--- src/rtl/simd_shift_unit.sv ---
// Iterative SIMD shifter: 1/2/4 lanes, LSL/LSR/ASR/ROR, one bit per cycle within each lane.
// DONE pulses N+2 cycles after accept (N = AMT mod lane width); START is ignored while BUSY.
module simd_shift_unit #(
  parameter int WIDTH = 32,
  parameter int AMT_W = 5
) (
  input  logic             CLK,
  input  logic             RESET,
  input  logic             START,
  input  logic [WIDTH-1:0] DATA_IN,
  input  logic [AMT_W-1:0] AMT,
  input  logic [1:0]       OP,
  input  logic [1:0]       LANE_MODE,
  output logic             BUSY,
  output logic             DONE,
  output logic [WIDTH-1:0] RESULT
);

  typedef enum logic [1:0] {
    IDLE = 2'd0,
    RUN  = 2'd1,
    FIN  = 2'd2
  } state_t;

  localparam logic [1:0] OP_LSL = 2'b00;
  localparam logic [1:0] OP_LSR = 2'b01;
  localparam logic [1:0] OP_ASR = 2'b10;

  state_t           state;
  state_t           state_nx;
  logic [WIDTH-1:0] work;
  logic [WIDTH-1:0] shifted;
  logic [WIDTH-1:0] lsb_mask;
  logic [WIDTH-1:0] msb_mask;
  logic [AMT_W-1:0] cnt;
  logic [1:0]       op_q;
  logic [1:0]       mode_q;
  logic             accept;
  logic             step;
  logic             finish;

  function automatic int lane_width(input logic [1:0] mode);
    case (mode)
      2'b01:   return WIDTH / 2;
      2'b10:   return WIDTH / 4;
      default: return WIDTH;
    endcase
  endfunction

  function automatic logic [AMT_W-1:0] amt_mask(input logic [1:0] mode);
    case (mode)
      2'b01:   return AMT_W'(WIDTH / 2 - 1);
      2'b10:   return AMT_W'(WIDTH / 4 - 1);
      default: return AMT_W'(WIDTH - 1);
    endcase
  endfunction

  // One set bit at the least significant position of every lane.
  function automatic logic [WIDTH-1:0] lane_lsb_mask(input logic [1:0] mode);
    logic [WIDTH-1:0] m;
    int               lw;
    lw = lane_width(mode);
    m  = '0;
    for (int i = 0; i < WIDTH; i++) begin
      m[i] = ((i % lw) == 0);
    end
    return m;
  endfunction

  always_ff @(posedge CLK) begin
    if (RESET) begin
      state <= IDLE;
    end else begin
      state <= state_nx;
    end
  end

  always_comb begin
    state_nx = state;
    accept   = 1'b0;
    step     = 1'b0;
    finish   = 1'b0;
    case (state)
      IDLE: begin
        if (START) begin
          accept   = 1'b1;
          state_nx = RUN;
        end
      end
      RUN: begin
        if (cnt != '0) begin
          step = 1'b1;
        end else begin
          finish   = 1'b1;
          state_nx = FIN;
        end
      end
      FIN: begin
        state_nx = IDLE;
      end
      default: begin
        state_nx = IDLE;
      end
    endcase
  end

  assign BUSY = (state == RUN) || (state == FIN);
  assign DONE = (state == FIN);

  // Lane MSB mask is the LSB mask rotated down one bit: each lane base lands
  // on the top bit of the lane below it.
  always_comb begin
    lsb_mask = lane_lsb_mask(mode_q);
    msb_mask = {lsb_mask[0], lsb_mask[WIDTH-1:1]};
    shifted  = '0;
    case (op_q)
      OP_LSL:  shifted = (work << 1) & ~lsb_mask;
      OP_LSR:  shifted = (work >> 1) & ~msb_mask;
      OP_ASR:  shifted = ((work >> 1) & ~msb_mask) | (work & msb_mask);
      default: shifted = ((work >> 1) & ~msb_mask)
                         | ((work & lsb_mask) << (lane_width(mode_q) - 1));
    endcase
  end

  always_ff @(posedge CLK) begin
    if (RESET) begin
      work   <= '0;
      cnt    <= '0;
      op_q   <= '0;
      mode_q <= '0;
      RESULT <= '0;
    end else if (accept) begin
      work   <= DATA_IN;
      op_q   <= OP;
      mode_q <= LANE_MODE;
      cnt    <= AMT & amt_mask(LANE_MODE);
    end else if (step) begin
      work <= shifted;
      cnt  <= cnt - AMT_W'(1);
    end else if (finish) begin
      RESULT <= work;
    end
  end

endmodule

--- config.mk ---
export PLATFORM = sky130hd
export DESIGN_NAME = simd_shift_unit
export DESIGN_NICKNAME = d
export VERILOG_FILES = /design/src/rtl/simd_shift_unit.sv
export SDC_FILE = /design/constraint.sdc
export NUM_CORES = 1
export LEC_CHECK = 0
export CORE_MARGIN = 3
export CORE_UTILIZATION = 47
export CTS_BUF_LIST = sky130_fd_sc_hd__clkbuf_2
export CTS_CLUSTER_SIZE = 10
export DETAILED_ROUTE_END_ITERATION = 7
export PLACE_DENSITY = 0.78
export SYNTH_ARGS = -nofsm -noshare
export SYNTH_HDL_FRONTEND = slang
export SYNTH_SLANG_ARGS = --single-unit
--- constraint.sdc ---
create_clock -name CLK -period 2 [get_ports CLK]
set_input_delay 0.4 -clock CLK [delete_from_list [all_inputs] [get_ports CLK]]
set_output_delay 0.4 -clock CLK [all_outputs]
set_load 0.03 [all_outputs]
==> results of run 1 <==
## repair_timing
item / in CTS / in global routing
setup endpoints to repair: 29 / 82
pin swaps: 0 / 2
gates cloned: 0 / 3
resized for setup: 6 / 52
setup buffers: 0 / 4
## layout by cell type (no fill, tap or decap), types with 3 or more instances in the layout
cell,instances
sky130_fd_sc_hd__nand2_1,128
sky130_fd_sc_hd__dfxtp_1,71
sky130_fd_sc_hd__clkdlybuf4s50_1,43
sky130_fd_sc_hd__a21oi_1,40
sky130_fd_sc_hd__a31oi_1,31
sky130_fd_sc_hd__dlymetal6s2s_1,31
sky130_fd_sc_hd__nor2_1,28
sky130_fd_sc_hd__a22o_1,27
sky130_fd_sc_hd__buf_4,16
sky130_fd_sc_hd__o21ai_0,12
sky130_fd_sc_hd__ha_1,10
sky130_fd_sc_hd__clkbuf_2,10
sky130_fd_sc_hd__inv_1,7
sky130_fd_sc_hd__nand3_1,6
sky130_fd_sc_hd__a21oi_2,5
sky130_fd_sc_hd__buf_6,4
sky130_fd_sc_hd__nand2_2,3
sky130_fd_sc_hd__and2_1,3
sky130_fd_sc_hd__mux2i_1,3
sky130_fd_sc_hd__o31ai_1,3
sky130_fd_sc_hd__nor3_1,3
sky130_fd_sc_hd__nor2b_1,3
sky130_fd_sc_hd__a211oi_1,3
sky130_fd_sc_hd__dfxtp_2,3
sky130_fd_sc_hd__buf_12,3
## tightest hold or removal path, cell delays in order
cell and delay (ns):
sky130_fd_sc_hd__buf_2 0.11, sky130_fd_sc_hd__a21oi_4 0.11, sky130_fd_sc_hd__a22o_1 0.22
## path summary, 6_finish.rpt
kind,endpoint,slack (ns),cells after the start
setup / recovery,RESULT[8],0.01,9
setup reg to reg,RESULT[8],0.01,9
hold reg to reg,RESULT[20],0.47,2
hold / removal,work[26],0.35,3
## where the power goes
| group | switching (mW) | leakage [nW] | internal, mW | total, mW |
|---|---|---|---|---|
| sequential | 0.362 | 0.612 | 1.84 | 2.20 |
| combinational | 1.43 | 1.57 | 1.15 | 2.59 |
| clock | 0.538 | 0.0768 | 0.400 | 0.938 |
| total | 2.33 | 2.26 | 3.39 | 5.73 |
## state kept, by name (all words and copies together), names as in the netlist
| signal | cells |
|---|---|
| RESULT | 32 |
| work | 32 |
| op_q | 2 |
| state | 2 |
| cnt | 5 |
| mode_q | 2 |
## final cells by class
type | instances | area [µm²] | share of cell area
Clock buffer | 9 | 45.0 | 0.00943
Clock inverter | 6 | 81.3 | 0.0170
Inverter | 9 | 33.8 | 0.00707
Multi-Input combinational cell | 335 | 1880 | 0.393
Sequential cell | 75 | 1510 | 0.316
Tap cell | 99 | 124 | 0.0259
Timing Repair Buffer | 102 | 1110 | 0.232
## routing by layer
| metal | vias to the layer above | global-route usage |
|---|---|---|
| li1 | 1726 | - |
| met5 | - | 0 |
| met4 | 0 | 0.0733 |
| met1 | 1697 | 0.280 |
| met3 | 18 | 0.0398 |
| met2 | 139 | 0.346 |
## per-stage QoR
stage          hold slack [ns]  total power, mW  instances  cell area [µm²]
2_1_floorplan            0.436             3.83        457             3540
3_3_place_gp             0.442             4.52        613             4440
3_5_place_dp             0.447             4.61        613             4440
4_1_cts                  0.336             5.54        628             4570
5_1_grt                  0.338             6.12        635             4780
6_report                 0.354             5.73        635             4780
## logic make-up after synthesis
family | Yosys count
compound gates | 131
xor+xnor | 3
fa+ha+maj | 10
buf+inv | 47
flops | 75
mux | 3
simple gates | 188
==> flow_summary_export.csv, run 1 <==
group,metric,value,unit
logic_synthesis,adder_cell_fraction_of_synth_area,0.0353,
critical_path,regToRegStartpoint,"cnt[1]",
critical_path,crit_top_cell,"sky130_fd_sc_hd__buf_6",
place,buffers_added_on_ports,77,
global_route,grt_use_total,0.212,
power_and_ir_drop,ir_worst_vdd,1.16,mV
logic_synthesis,synthCells,457,
logic_synthesis,post_synth_mux_area_share,0.00848,
logic_synthesis,synth_top_flop_cell,"sky130_fd_sc_hd__dfxtp_1",
logic_synthesis,register_area_share_after_synthesis,0.424,
drt,routed_via_density,5.64,
logic_synthesis,synth_compound_area_frac,0.241,
clock_network,cts_max_path_buffers,2,
sta,hold_violations,0,
run,maxCapViolations,0,
critical_path,worst-path-max-fanout,8,
sta,max_slew.worst_pin.slew,0.758,ns
global_route,wire_length_of_the_first_global_routing_pass,14800,µm
logic_synthesis,ys_types,42,
critical_path,critical_path.cell_chain,"inv_2 > ha_1 > or4b_4 > buf_6 > nor3b_4 > buf_6 > clkbuf_16 > nand2_1 > a21oi_1",
drt,routed-wl-met3,590,µm
drt,first_pass_iters,5,
clock_network,tritoncts_clock_tree,"done",
logic_synthesis,synth_area_per_cell,7.75,µm²
critical_path,combined_buffer_and_inverter_count_along_the_critical_path,4,
sta,rsz0062_at_grt,"true",
drt,drtIter0Drc,235,
cells_and_area,layout.filler_cells,652,
critical_path,critPathLaunch,"cnt[1]",
critical_path,path_class,"reg2reg",
place,dp_hpwl,6070,µm
die,initial_core_util,0.485,
logic_synthesis,yosysWarnings,0,
drt,uppermost_metal_layer_occupied_by_signal_nets,"met4",
power_and_ir_drop,leakage,2.26,nW
drt,route.antenna.remaining_nets,0,
place,finalWeightedCongestion,0.805,
global_route,grt_antenna_before_repair,0,
global_route,globalRouteOverflowTotal,0,
drt,detail_route.drc_violations,0,
critical_path,crit_arrival,2.45,ns
sta,layout_setup_ws,0.0100,ns
critical_path,crit_path_max_incr_delay,0.48,ns
drt,post_drt_wl_per_cell,15.0,µm
worst_hold_path,hold_path_startpoint,"RESET",
drt,wirelength_met1,4140,µm
cells_and_area,drive_gt1_frac,0.116,
global_route,maximum_number_of_pins_on_one_net_before_global_route_repair,67,
logic_synthesis,netlist_top_cells_count,"sky130_fd_sc_hd__nand2_1 (131), sky130_fd_sc_hd__dfxtp_1 (75), sky130_fd_sc_hd__a21oi_1 (45), sky130_fd_sc_hd__a31oi_1 (31), sky130_fd_sc_hd__nor2_1 (29)",
cells_and_area,post-route-util,0.655,
cells_and_area,synthToLayoutAreaGrowth,35.0,%
clock_network,holdBufCountCts,0,
clock_network,cts-buffers-inserted,9,
sta,layout_worst_path_cycle_share,0.995,
logic_synthesis,ffs_w_async_s_r_synth,0,
power_and_ir_drop,pwr_density_cell,1200,nW/µm²
critical_path,endpoint_kind,"register",
clock_network,clk_pin_slew_worst_paths,0.22,ns
sta,worst_slew_margin_rel,0.494,
die,die_y,92.8,µm
clock_network,clock-sinks,75,
logic_synthesis,synth_edf_count,0,
cells_and_area,design.final.nets,586,
logic_synthesis,netlist.area_leader.share,0.424,
cells_and_area,antennaDiodeCount,0,
drt,route.vias.total,3580,
logic_synthesis,combinational_family_with_the_most_area_after_synthesis,"compound AO/OA/AOI/OAI gates",
logic_synthesis,synth.net_count,511,
clock_network,htree_levels,3,
die,ioPinCount,78,
critical_path,startpoint_type_of_the_worst_setup_path,"register",
sta,finalWorstPathRequiredPeriod,1.99,ns
logic_synthesis,synth.ff_latch_count,75,
sta,timing.fmax,0.503,GHz
critical_path,critical_path_required,2.46,ns
place,dp_worst_setup_slack,-0.311,ns
drt,met2_length,4660,µm
critical_path,cp_top_family,"simple AND/OR/NAND/NOR gates",
logic_synthesis,synth_simple_gate_area_frac,0.222,
worst_hold_path,hold_class,"in2reg",
logic_synthesis,synthesis.area,3540,µm²
critical_path,crit_path_top_delay_cell,"sky130_fd_sc_hd__or4b_4",
logic_synthesis,ys_top_cells_by_area,"sky130_fd_sc_hd__dfxtp_1 (42%), sky130_fd_sc_hd__nand2_1 (14%), sky130_fd_sc_hd__a22o_1 (6.7%), sky130_fd_sc_hd__a21oi_1 (6.4%), sky130_fd_sc_hd__a31oi_1 (5.5%)",
sta,final.setup.tns,0,ns
sta,slew_violations,0,
die,coreArea,7290,µm²
clock_network,cts.root.buffer_cell,"sky130_fd_sc_hd__clkbuf_2",
logic_synthesis,fraction_of_synthesized_cell_area_in_xor_and_xnor_cells,0.00742,
die,chipWidth,92.8,µm
status,status,"finished, final reports clean",
sta,timing.final.setup_violations,0,
die,die_area,8610,µm²
global_route,first_global_vias,3205,
logic_synthesis,most_repeated_cell_in_the_gate_level_netlist_after_synthesis,"sky130_fd_sc_hd__nand2_1",
die,floorplan.rows,31,
logic_synthesis,synth_top_cell_by_area,"sky130_fd_sc_hd__dfxtp_1",
sta,final.setup_skew,0.0237,ns
clock_network,clk_latency,0.51,ns
drt,wirelength,9560,µm
No activity file was read; power rests on OpenSTA's default activity.
==> run 2: changes to the inputs <==
- ABC_AREA: unset -> 1
- CORE_UTILIZATION: 47 -> 48
- PLACE_DENSITY: 0.78 -> 0.79
==> run 2 against run 1 <==
  * Clock-buffer cell count increased by 2
  * Wire length shrank 0.61%
  * Critical path type is now reg2out
  * Register-to-register slack better by 0.28 ns
  * Utilization decreased by 0.81 points
  * Highest routed layer unchanged
  * Global-route usage rose by 1.4 points
  * Area after synthesis increased by 5.2%
==> flow_summary_export.csv, run 2 <==
group,metric,value,unit
clock_network,clk_pin_slew_worst_paths,0.20,ns
logic_synthesis,synth_top_flop_cell,"sky130_fd_sc_hd__dfxtp_1",
logic_synthesis,synth_edf_count,0,
global_route,maximum_number_of_pins_on_one_net_before_global_route_repair,71,
critical_path,endpoint_kind,"output pin",
logic_synthesis,synthCells,538,
die,floorplan.rows,31,
sta,finalWorstPathRequiredPeriod,1.94,ns
critical_path,critical_path.cell_chain,"clkdlybuf4s50_1",
critical_path,critical_path_required,1.60,ns
global_route,wire_length_of_the_first_global_routing_pass,16100,µm
sta,worst_slew_margin_rel,0.657,
global_route,globalRouteOverflowTotal,0,
sta,timing.final.setup_violations,0,
critical_path,regToRegStartpoint,"state[1]",
power_and_ir_drop,ir_worst_vdd,0.998,mV
die,die_area,8850,µm²
cells_and_area,antennaDiodeCount,0,
logic_synthesis,synthesis.area,3720,µm²
drt,route.vias.total,3765,
logic_synthesis,yosysWarnings,0,
clock_network,cts-buffers-inserted,9,
logic_synthesis,synth.net_count,592,
critical_path,startpoint_type_of_the_worst_setup_path,"register",
logic_synthesis,synth_area_per_cell,6.92,µm²
critical_path,cp.depth,1,
logic_synthesis,synth_top_cell_by_area,"sky130_fd_sc_hd__dfxtp_1",
cells_and_area,synthToLayoutAreaGrowth,28.7,%
drt,drtIter0Drc,162,
logic_synthesis,netlist.area_leader.share,0.403,
die,ioPinCount,78,
sta,layout_setup_ws,0.0558,ns
logic_synthesis,ys_types,26,
power_and_ir_drop,power,7.46,mW
power_and_ir_drop,leakage,2.43,nW
logic_synthesis,most_repeated_cell_in_the_gate_level_netlist_after_synthesis,"sky130_fd_sc_hd__o21ai_0",
clock_network,tritoncts_clock_tree,"done",
critical_path,cp_top_family,"buffers and inverters",
drt,wirelength,9500,µm
worst_hold_path,hold_class,"in2reg",
die,initial_core_util,0.503,
logic_synthesis,ys_top_cells_by_area,"sky130_fd_sc_hd__dfxtp_1 (40%), sky130_fd_sc_hd__o21ai_0 (13%), sky130_fd_sc_hd__nand2_1 (9.2%), sky130_fd_sc_hd__nor2_1 (8.5%), sky130_fd_sc_hd__a21oi_1 (6.0%)",
clock_network,clk_latency,0.52,ns
sta,final.setup_skew,0.0193,ns
place,dp_hpwl,6650,µm
run,maxCapViolations,0,
place,dpl_cell_area,4590,µm²
critical_path,ff2ff_path_depth,9,
critical_path,critPathLaunch,"RESULT[22]",
die,coreArea,7410,µm²
logic_synthesis,synth.ff_latch_count,75,
logic_synthesis,register_area_share_after_synthesis,0.403,
critical_path,crit_path_top_delay_cell,"sky130_fd_sc_hd__clkdlybuf4s50_1",
critical_path,combined_buffer_and_inverter_count_along_the_critical_path,1,
drt,route.antenna.remaining_nets,0,
global_route,grt_use_total,0.226,
cells_and_area,multi_input_comb_area,1840,µm²
drt,first_pass_iters,4,
cells_and_area,layout.cells.most_common,"sky130_fd_sc_hd__o21ai_0",
sta,layout_worst_path_cycle_share,0.972,
drt,detail_route.drc_violations,0,
drt,routed_via_density,5.30,
critical_path,worst-path-max-fanout,2,
cells_and_area,biggest_registers_after_layout,"RESULT x32, work x32, cnt x5",
global_route,grt_antenna_before_repair,0,
place,finalWeightedCongestion,0.899,
place,buffers_added_on_ports,77,
sta,hold_violations,0,
critical_path,path_class,"reg2out",
clock_network,clock-sinks,75,
power_and_ir_drop,pwr_density_cell,1560,nW/µm²
critical_path,crit_arrival,1.54,ns
cells_and_area,design_area,4790,µm²
sta,slew_violations,0,
clock_network,htree_levels,3,
sta,rsz0062_at_grt,"false",
sta,timing.fmax,0.514,GHz
logic_synthesis,netlist_top_cells_count,"sky130_fd_sc_hd__o21ai_0 (99), sky130_fd_sc_hd__nand2_1 (91), sky130_fd_sc_hd__nor2_1 (84), sky130_fd_sc_hd__dfxtp_1 (75), sky130_fd_sc_hd__a21oi_1 (45)",
cells_and_area,drive_gt1_frac,0.0704,
critical_path,crit_path_max_incr_delay,0.67,ns
critical_path,timing.rr.end,"cnt[3]",
clock_network,holdBufCountCts,0,
cells_and_area,design.final.nets,660,
sta,max_slew.worst_pin.slew,0.513,ns
critical_path,rrSetupSlack,0.29,ns
die,chipWidth,94.1,µm
critical_path,critical_path.endpoint,"RESULT[22]",
cells_and_area,storage_cell_area,1500,µm²
status,status,"finished, final reports clean",
cells_and_area,layout.filler_cells,666,
global_route,first_global_vias,3601,
clock_network,cts.root.buffer_cell,"sky130_fd_sc_hd__clkbuf_2",
sta,final.setup.tns,0,ns
cells_and_area,mostFrequentLayoutCells,"sky130_fd_sc_hd__o21ai_0 (99), sky130_fd_sc_hd__nand2_1 (91), sky130_fd_sc_hd__nor2_1 (84)",
clock_network,cts_max_path_buffers,2,
logic_synthesis,ffs_w_async_s_r_synth,0,
die,die_y,94.1,µm
drt,post_drt_wl_per_cell,13.4,µm
place,dp_worst_setup_slack,0.0534,ns
[run 2: changes by cell type after synthesis, moves of 11 or more]
cell and change:
sky130_fd_sc_hd__o21ai_0 +87, sky130_fd_sc_hd__nor2_1 +55, sky130_fd_sc_hd__nand2_1 -40, sky130_fd_sc_hd__o21ai_1 +32, sky130_fd_sc_hd__a31oi_1 -31, sky130_fd_sc_hd__inv_1 +29
sky130_fd_sc_hd__a22o_1 -27, sky130_fd_sc_hd__clkbuf_1 -11
[run 2: per-layer routing]
| layer | wire (µm) | share of wire | track usage | vias up |
|---|---|---|---|---|
| met3 | 602 | 0.063 | 0.0441 | 16 |
| met1 | 4130 | 0.43 | 0.276 | 1719 |
| li1 | - | - | - | 1896 |
| met4 | 184 | 0.019 | 0.0975 | 0 |
| met2 | 4580 | 0.48 | 0.384 | 134 |
| met5 | 0 | 0 | 0 | - |
[run 2: where the power goes]
| group | total (mW) | switching [mW] | internal [mW] |
|---|---|---|---|
| combinational | 3.92 | 2.41 | 1.51 |
| sequential | 2.46 | 0.406 | 2.05 |
| clock | 1.08 | 0.533 | 0.545 |
[run 2: cells by family (layout without fill, tap and decap cells)]
kind of cell               after synthesis  after routing  share of synthesized area
muxes                                    1              1                    0.00269
adders and majority gates               10             10                     0.0336
and+or+nand+nor                        197            197                      0.212
xor gates and xnor gates                 3              3                    0.00706
DFF                                     75             75                      0.403
AOI/OAI and AO/OA                      177            177                      0.240
buffers and inverters                   75            148                      0.102
[run 2: metrics by stage]
step	hold WS [ns]	util	instances
after floorplan	0.447	-	538
after global placement	0.460	0.620	694
after detailed placement	0.471	0.620	694
after CTS	0.463	0.640	710
after global routing	0.492	0.647	710
final	0.493	0.647	710
[run 2: worst min-delay path by stage]
| stage | from | endpoint | slack, ns | cells past startpoint |
|---|---|---|---|---|
| after detailed placement | RESULT[3] | RESULT[3] | 0.47 | 2 |
| after CTS | AMT[0] | cnt[0] | 0.46 | 3 |
| after global routing | AMT[0] | cnt[0] | 0.49 | 3 |
| after floorplan | work[31] | work[31] | 0.45 | 2 |
| after global placement | RESULT[11] | RESULT[11] | 0.46 | 2 |
| final | AMT[0] | cnt[0] | 0.49 | 3 |
[run 2: layout make-up]
cell class,count,share of cell area
Clock buffer,11,0.0115
Sequential cell,75,0.313
Multi-Input combinational cell,388,0.385
Tap cell,99,0.0258
Inverter,40,0.0313
Timing Repair Buffer,92,0.212
Clock inverter,5,0.0211
[run 2: repair_timing]
action / 4_1_cts / 5_1_grt
setup endpoints to repair: 8 / 27
hold endpoints to repair: 0 / 0
setup buffers: 0 / 0
resized for setup: 11 / 29
==> RTL edit: new RTL, config.mk and constraints of run 2 <==
Set the parameter `WIDTH` to 28 (it was 32).
--- a/src/rtl/simd_shift_unit.sv
+++ b/src/rtl/simd_shift_unit.sv
@@ -1,7 +1,7 @@
 // Iterative SIMD shifter: 1/2/4 lanes, LSL/LSR/ASR/ROR, one bit per cycle within each lane.
 // DONE pulses N+2 cycles after accept (N = AMT mod lane width); START is ignored while BUSY.
 module simd_shift_unit #(
-  parameter int WIDTH = 32,
+  parameter int WIDTH = 28,
   parameter int AMT_W = 5
 ) (
   input  logic             CLK,
Interface: changed (resized DATA_IN and RESULT); port bits go from 78 to 70. The function was not compared with the original's and may differ.
==> RTL edit against run 2 <==
Sequential power is 7% lower; clock skew is 17 ps higher; power is 1.4% lower; sequential cell count is 8 lower; design area is 0.13% lower; area after synthesis hardly changed; routed wire length is 26% higher; setup slack better by 52 ps; final cell count is 0.56% lower; highest routed layer unchanged.
==> RTL edit: results <==
set metrics [dict create \
    wl_per_cell_um 17.0 \
    dpl.hpwl_um 8560 \
    synth_nets 583 \
    synth.distinct_cells 38 \
    status "finished clean" \
    fin_skew_ps 36.8 \
    grt_max_degree 61 \
    seq_area_frac_synth_pct 36.0 \
    clkLatencyLatePin_ps 550 \
    fillCellCount 670 \
    reg_top3 "RESULT x28, work x28, cnt x5" \
    critPathSlowestCell "dfxtp_2" \
    path_clk_slew_ps 230 \
    synth_area_leaders "dfxtp_1, o21ai_0, nand2_1" \
    drive_gt1_share_pct 12.0 \
    max_stage_delay_ps 390 \
    layout.nets 655 \
    grt_pass1_vias 3762 \
    viasPerCell 5.77 \
    critPathMaxFanout 4 \
    ys_top_cells_by_count "nand2_1, dfxtp_1, o21ai_0" \
    placed_area_um2 4610 \
    worst_slew_pin_slew_ps 590 \
    port_buffers 69 \
    power_leakage_nw 2.34 \
    drtPass1Iterations 6 \
    grt_pass1_wl_um 18700 \
    grtUsageTotal_pct 27.4 \
    crit_family "flip-flops" \
]
RTL edit: worst paths after layout:
| kind | startpoint | end | slack (ps) | depth (start not counted) |
|---|---|---|---|---|
| setup / recovery | state[0]$_SDFFE_PP0P_ | BUSY | 110 | 3 |
| hold reg to reg | work[20]$_SDFFE_PP0N_ | work[20]$_SDFFE_PP0N_ | 500 | 2 |
| setup reg to reg | mode_q[0]$_SDFFE_PP0P_ | work[5]$_SDFFE_PP0N_ | 140 | 9 |
| hold / removal | AMT[2] | cnt[2]$_SDFFE_PP0N_ | 380 | 3 |
RTL edit: timing repair:
action	in CTS	in global routing
pin swaps	0	0
resized for setup	10	30
setup buffers	0	0
endpoints found under the setup margin	7	29
cloned	0	0
RTL edit: kinds of logic (layout without fill, tap and decap cells):
logic type | Yosys count | after routing | synth area share, %
AOI/OAI and AO/OA | 189 | 189 | 28.7
and+or+nand+nor | 173 | 173 | 20.5
buffers and inverters | 87 | 164 | 10.2
DFF | 67 | 67 | 36.0
adders and majority gates | 13 | 13 | 4.37
xor gates and xnor gates | 1 | 1 | 0.235
RTL edit: final cells by class:
cell class	instances	area [um^2]	area share, %
clock buffer	9	45.0	0.941
tap	99	124	2.59
sequential	67	1340	28.0
multi-input combinational	376	2010	42.0
timing repair buffer	95	990	20.7
inverter	53	199	4.16
clock inverter	7	75.1	1.57
RTL edit: layer usage:
layer	share of wire, %	GRT usage (%)	vias up	wire length (um)
li1	-	-	1949	-
met1	41	35.0	1850	4870
met2	47	44.2	247	5690
met3	9.4	7.53	30	1130
met4	2.6	9.87	0	310
met5	0	0	-	0
RTL edit: where the power goes:
group	internal [mW]	switching [mW]	leakage [nW]
clock network	0.298	0.566	0.0766
logic	1.52	2.69	1.71
registers	1.84	0.438	0.550
total	3.66	3.70	2.34
RTL edit: worst reg2reg max path, cell delays in order (launching register included):
cell,delay (ps)
dfxtp_1,420
inv_1,100
ha_2,380
nor2_2,240
inv_1,120
nor3_1,260
a21oi_1,70
nand2_1,70
nand2_1,40
a21oi_1,110
RTL edit: per-stage QoR:
stage          instances  util, %  setup slack, ps
2_1_floorplan        530        -              345
3_3_place_gp         690     62.6             83.4
3_5_place_dp         690     62.6             13.6
4_1_cts              706     64.2            0.529
5_1_grt              706     65.0             10.3
6_report             706     65.0              108
